## src/rtl/vrc_irq_wr_dec.sv

```systemverilog
// VRC IRQ register write decoder: decodes CPU writes to the IRQ registers and re-issues them as registered one-cycle strobes.
// Optional define VRC_IRQ_RMW_FILT_EN adds a one-entry pending slot that swallows read-modify-write dummy writes.
module vrc_irq_wr_dec #(
    parameter int MODE = 0,
    parameter int A_LO = 4,
    parameter int A_HI = 5
) (
    input  logic        cpu_m2,
    input  logic        map_rst_n,
    input  logic [15:0] cpu_addr,
    input  logic [7:0]  cpu_data,
    input  logic        cpu_rw,
    output logic [7:0]  irq_data,
    output logic        irq_rw,
    output logic        ce_latx,
    output logic        ce_latl,
    output logic        ce_lath,
    output logic        ce_ctrl,
    output logic        ce_ackn,
    output logic [7:0]  wr_cnt
);

    typedef enum logic [2:0] {
        REG_NONE = 3'd0,
        REG_LATX = 3'd1,
        REG_LATL = 3'd2,
        REG_LATH = 3'd3,
        REG_CTRL = 3'd4,
        REG_ACKN = 3'd5
    } reg_e;

    logic [3:0] page;
    logic [1:0] sel;
    reg_e       dec_reg;
    logic       hit;
    logic       unused_addr_bits;

    assign unused_addr_bits = ^cpu_addr;

    always_comb begin
        page    = cpu_addr[15:12];
        sel     = {cpu_addr[A_HI], cpu_addr[A_LO]};
        dec_reg = REG_NONE;
        if (!cpu_rw && cpu_addr[15]) begin
            case (MODE)
                0: begin
                    if (page == 4'hF) begin
                        case (sel)
                            2'd0:    dec_reg = REG_LATL;
                            2'd1:    dec_reg = REG_LATH;
                            2'd2:    dec_reg = REG_CTRL;
                            default: dec_reg = REG_ACKN;
                        endcase
                    end
                end
                1: begin
                    if (page == 4'hF) begin
                        case (sel)
                            2'd0:    dec_reg = REG_LATX;
                            2'd1:    dec_reg = REG_CTRL;
                            2'd2:    dec_reg = REG_ACKN;
                            default: dec_reg = REG_NONE;
                        endcase
                    end
                end
                default: begin
                    // VRC7 decodes only sel[0]; the high select line is a don't-care.
                    if (page == 4'hE) begin
                        case (sel)
                            2'b01, 2'b11: dec_reg = REG_LATX;
                            default:      dec_reg = REG_NONE;
                        endcase
                    end else if (page == 4'hF) begin
                        case (sel)
                            2'b00, 2'b10: dec_reg = REG_CTRL;
                            default:      dec_reg = REG_ACKN;
                        endcase
                    end
                end
            endcase
        end
    end

    assign hit = (dec_reg != REG_NONE);

    function automatic logic [4:0] reg_onehot(input reg_e r);
        case (r)
            REG_LATX: reg_onehot = 5'b00001;
            REG_LATL: reg_onehot = 5'b00010;
            REG_LATH: reg_onehot = 5'b00100;
            REG_CTRL: reg_onehot = 5'b01000;
            REG_ACKN: reg_onehot = 5'b10000;
            default:  reg_onehot = 5'b00000;
        endcase
    endfunction

    reg_e       iss_reg;
    logic [7:0] iss_data;
    logic       iss_vld;

`ifdef VRC_IRQ_RMW_FILT_EN
    reg_e       pend_reg;
    logic [7:0] pend_data;
    logic       pend_vld;

    // A pending write is superseded when the very next cycle rewrites the same register.
    always_comb begin
        iss_vld  = pend_vld && !(hit && (dec_reg == pend_reg));
        iss_reg  = pend_reg;
        iss_data = pend_data;
    end

    always_ff @(negedge cpu_m2 or negedge map_rst_n) begin
        if (!map_rst_n) begin
            pend_vld  <= 1'b0;
            pend_reg  <= REG_NONE;
            pend_data <= 8'h00;
        end else begin
            pend_vld <= hit;
            pend_reg <= dec_reg;
            if (hit) begin
                pend_data <= cpu_data;
            end
        end
    end
`else
    always_comb begin
        iss_vld  = hit;
        iss_reg  = dec_reg;
        iss_data = cpu_data;
    end
`endif

    logic [4:0] ce_q;

    always_ff @(negedge cpu_m2 or negedge map_rst_n) begin
        if (!map_rst_n) begin
            ce_q     <= 5'b00000;
            irq_rw   <= 1'b1;
            irq_data <= 8'h00;
            wr_cnt   <= 8'h00;
        end else if (iss_vld) begin
            ce_q     <= reg_onehot(iss_reg);
            irq_rw   <= 1'b0;
            irq_data <= iss_data;
            wr_cnt   <= wr_cnt + 8'd1;
        end else begin
            ce_q   <= 5'b00000;
            irq_rw <= 1'b1;
        end
    end

    assign ce_latx = ce_q[0];
    assign ce_latl = ce_q[1];
    assign ce_lath = ce_q[2];
    assign ce_ctrl = ce_q[3];
    assign ce_ackn = ce_q[4];

endmodule

```

## config.mk

```make
export PLATFORM = sky130hd
export DESIGN_NAME = vrc_irq_wr_dec
export DESIGN_NICKNAME = d
export VERILOG_FILES = /design/src/rtl/vrc_irq_wr_dec.sv
export SDC_FILE = /design/constraint.sdc
export NUM_CORES = 1
export LEC_CHECK = 0
export ABC_AREA = 1
export ABC_CLOCK_PERIOD_IN_PS = 1400
export BUFFER_PORTS_ARGS = -buffer_cell sky130_fd_sc_hd__buf_2
export CORE_MARGIN = 8
export CORE_UTILIZATION = 30
export CTS_BUF_LIST = sky130_fd_sc_hd__clkbuf_8 sky130_fd_sc_hd__clkbuf_16
export CTS_CLUSTER_DIAMETER = 40
export DETAILED_ROUTE_END_ITERATION = 10
export HOLD_SLACK_MARGIN = 0.15
export PLACE_DENSITY = 0.54
export SLEW_MARGIN = 40
export SYNTH_ARGS = -nofsm -noshare
export SYNTH_HDL_FRONTEND = slang
export SYNTH_SLANG_ARGS = --single-unit
```

## constraint.sdc

```tcl
create_clock -name cpu_m2 -period 1.4 [get_ports cpu_m2]
set_input_delay 0.14 -clock cpu_m2 [delete_from_list [all_inputs] [get_ports cpu_m2]]
set_output_delay 0.14 -clock cpu_m2 [all_outputs]
set_load 0.01 [all_outputs]
```

; Word-level counts from Yosys, hierarchy flattened
; Index checks and enable logic that the tools add are counted.
[totals]
in_bits = 27
regBits = 22
wordCells = 23
[classes]
reduce_logical = 4
muxes = 6
n_addsub = 1
n_eq_ne = 8
[ops]
columns = operator, n
row1 = $pmux 5 s5, 1
row2 = $pmux 3 s3, 1
row3 = $add 8x1->8 const B, 1
row4 = $eq 3x2->1 const B, 2
row5 = $eq 3x3->1 const B, 2
row6 = $mux 3, 2
row7 = $mux 5, 1
row8 = $eq 4x4->1 const B, 1
row9 = $eq 3x1->1 const B, 1
row10 = $reduce_bool 3->1, 1
row11 = $eq 2x1->1 const B, 1
row12 = $eq 2x2->1 const B, 1
row13 = $logic_not 2->1, 1
row14 = $logic_and 1x1->1, 1
row15 = $logic_not 1->1, 1
row16 = $mux 1, 1

; Logic depth before layout (Yosys ltp)
[depth]
ltp_word = 7
depth_mapped = 7
mapped_depth_nobuf = 7

==> reports/qor.yml <==
synth_warnings: 0
totalWireLength_um: 2550
power.total_mw: 1.97
clk_latency_ns: 0.27
power_density_nw_per_um2: 1210
first_pass_iters: 4
pre_cts_ws_ns: -0.364
path_clk_slew_ns: 0.05
cp_max_fo: 1
hold_buffers: 0
postSynthAreaPerCell_um2: 8.68
cap_violations: 0
endpoint_kind: "output port"
synth.distinct_cells: 19
slowest_stage: "dfstp_2"
seq_power_share_pct: 41.2
setup_viol: 39
ys_ff_latch: 22
antenna_found_initial: 0
hold_slack_ns: 0.262
area_delta_synth_final_pct: 68.0
skew_ns: 0.00158
rsz0062_at_grt: "yes"
arrival_ns: 1.64
die-area_um2: 5320
cts_buffers: 3
syn_area_um2: 972
power_switching_uw: 601
antenna_left: 0
core_um2: 3080
fin_area_um2: 1630
cts_tree: "yes"
hold_viol: 0
mostFrequentLayoutCells: "nand2_1 (40), buf_2 (32), buf_4 (23), dfrtn_1 (21), nand2_2 (10)"
p_leak_nw: 0.872
met2_length_um: 1250
final_layout_size_suffix_gt1_share_pct: 53.6
die_h_um: 72.9
htreeDepth: 1
wl_per_cell_um: 11.3
met1_length_um: 1150
grt_max_degree: 15
path_buf_inv: 1
swShare_pct: 30.5
globalplace.congestion: 0.777
hp-class: "primary input to asynchronous set/reset pin"
final_common_cell: "nand2_1"
vias: 932
dp_hpwl_um: 1800
io_pins: 49
first_global_vias: 992
cp-start-kind: "register"
nets: 210
portBuffers: 38
path_delay_family: "flip-flops"
grt_usage_pct: 9.65
cp_cell_sequence: "buf_6"
syn_nets: 140
syn-instance-count: 112
drv_slew: 0
start_util_pct: 31.6
num_antenna_cells: 0
drc: 0
die_w_um: 72.9
clock_power_share_pct: 23.2
ys_seq_area_share_pct: 56.8
highest_layer: "met4"
required_ns: 1.26
num_rows: 20
slowest_delay_ns: 0.52
cts.path.max_buffers: 2
overflow: 0
internal-power_mw: 1.37
vias_per_cell: 4.14
grt_pass1_wl_um: 4120
cts.sinks: 22
run_status: "finished, violations left"
place_area_um2: 1330
drtIter0Drc: 63
crit_type: "register to output port"
cts_root_buffer: "clkbuf_8"
wl_met3_um: 137
fin_tns_setup_ns: -6.12
violations: "setup timing"
combPwrFrac_pct: 35.6
fin_ws_ns: -0.383
ir_drop_uv: 602
power groups by stage:
stage | logic (mW) | registers [mW] | clock network, mW
2_1_floorplan | 0.162 | 0.889 | 0.00894
5_1_grt | 0.780 | 0.830 | 0.512
6_report | 0.702 | 0.812 | 0.458
3_5_place_dp | 0.509 | 0.808 | 0.00894
3_3_place_gp | 0.506 | 0.806 | 0.00894
4_1_cts | 0.575 | 0.796 | 0.480
through the flow:
step                utilization, %  std cells
global placement              43.3        207
global route                  53.0        225
detailed placement            43.3        207
CTS                           47.4        218
finish                        53.0        225
floorplan                        -        112
registers in the layout, indices dropped and copies added (netlist names):
| register | flops |
|---|---|
| irq_data | 8 |
| ce_q | 5 |
| irq_rw | 1 |
| wr_cnt | 8 |
cell families after synthesis:
kind of cell             synth area share [%]
adder cells (fa/ha/maj)                  1.29
flip-flops                               56.8
XOR/XNOR                                 1.80
AO/OA/AOI/OAI                            1.54
AND/OR/NAND/NOR                          30.9
other                                   0.386
buffers and inverters                    7.34
cells in the mapped netlist, drive strengths merged:
| cell | instances | area, um^2 |
|---|---|---|
| nand2 | 50 | 188 |
| dfrtn | 21 | 526 |
| inv | 11 | 41.3 |
| nor2 | 9 | 43.8 |
| nand3 | 6 | 35.0 |
| buf | 3 | 30.0 |
| o21ai | 3 | 15.0 |
| nor3 | 2 | 20.0 |
| xor2 | 2 | 17.5 |
| conb | 1 | 3.75 |
| dfstp | 1 | 26.3 |
| ha | 1 | 12.5 |
| nand3b | 1 | 7.51 |
| nand4 | 1 | 6.26 |
layout make-up:
| type | instances | area, um^2 |
|---|---|---|
| clock buffer | 4 | 55.1 |
| clock inverter | 1 | 3.75 |
| fill | 298 | 1450 |
| inverter | 10 | 55.1 |
| multi-input combinational | 76 | 419 |
| sequential | 22 | 552 |
| tap | 44 | 55.1 |
| timing repair buffer | 67 | 484 |
| timing repair inverter | 1 | 8.76 |
metal layers:
layer / track usage, % / up-vias
met5: 0 / -
met4: 1.33 / 0
met3: 4.26 / 2
met2: 16.4 / 29
met1: 11.1 / 424
li1: - / 477
final timing paths:
check,start,end,slack (ns),cells past startpoint
worst max-delay path,irq_rw,irq_rw,-0.38,1
worst max register to register,wr_cnt[2],wr_cnt[5],0.05,8
max in group asynchronous,map_rst_n,wr_cnt[1],0.73,2
worst min-delay path,map_rst_n,irq_data[3],0.26,1
min in group cpu_m2,irq_data[0],irq_data[0],0.42,2
worst min register to register,irq_data[0],irq_data[0],0.42,2
what timing repair did:
action	CTS	global route
cloned	0	1
setup buffers	7	8
setup endpoints to repair	37	40
resized for setup	5	31
endpoints found under the hold margin	0	0
pin swaps	1	5
No activity file was read; power rests on OpenSTA's default activity.
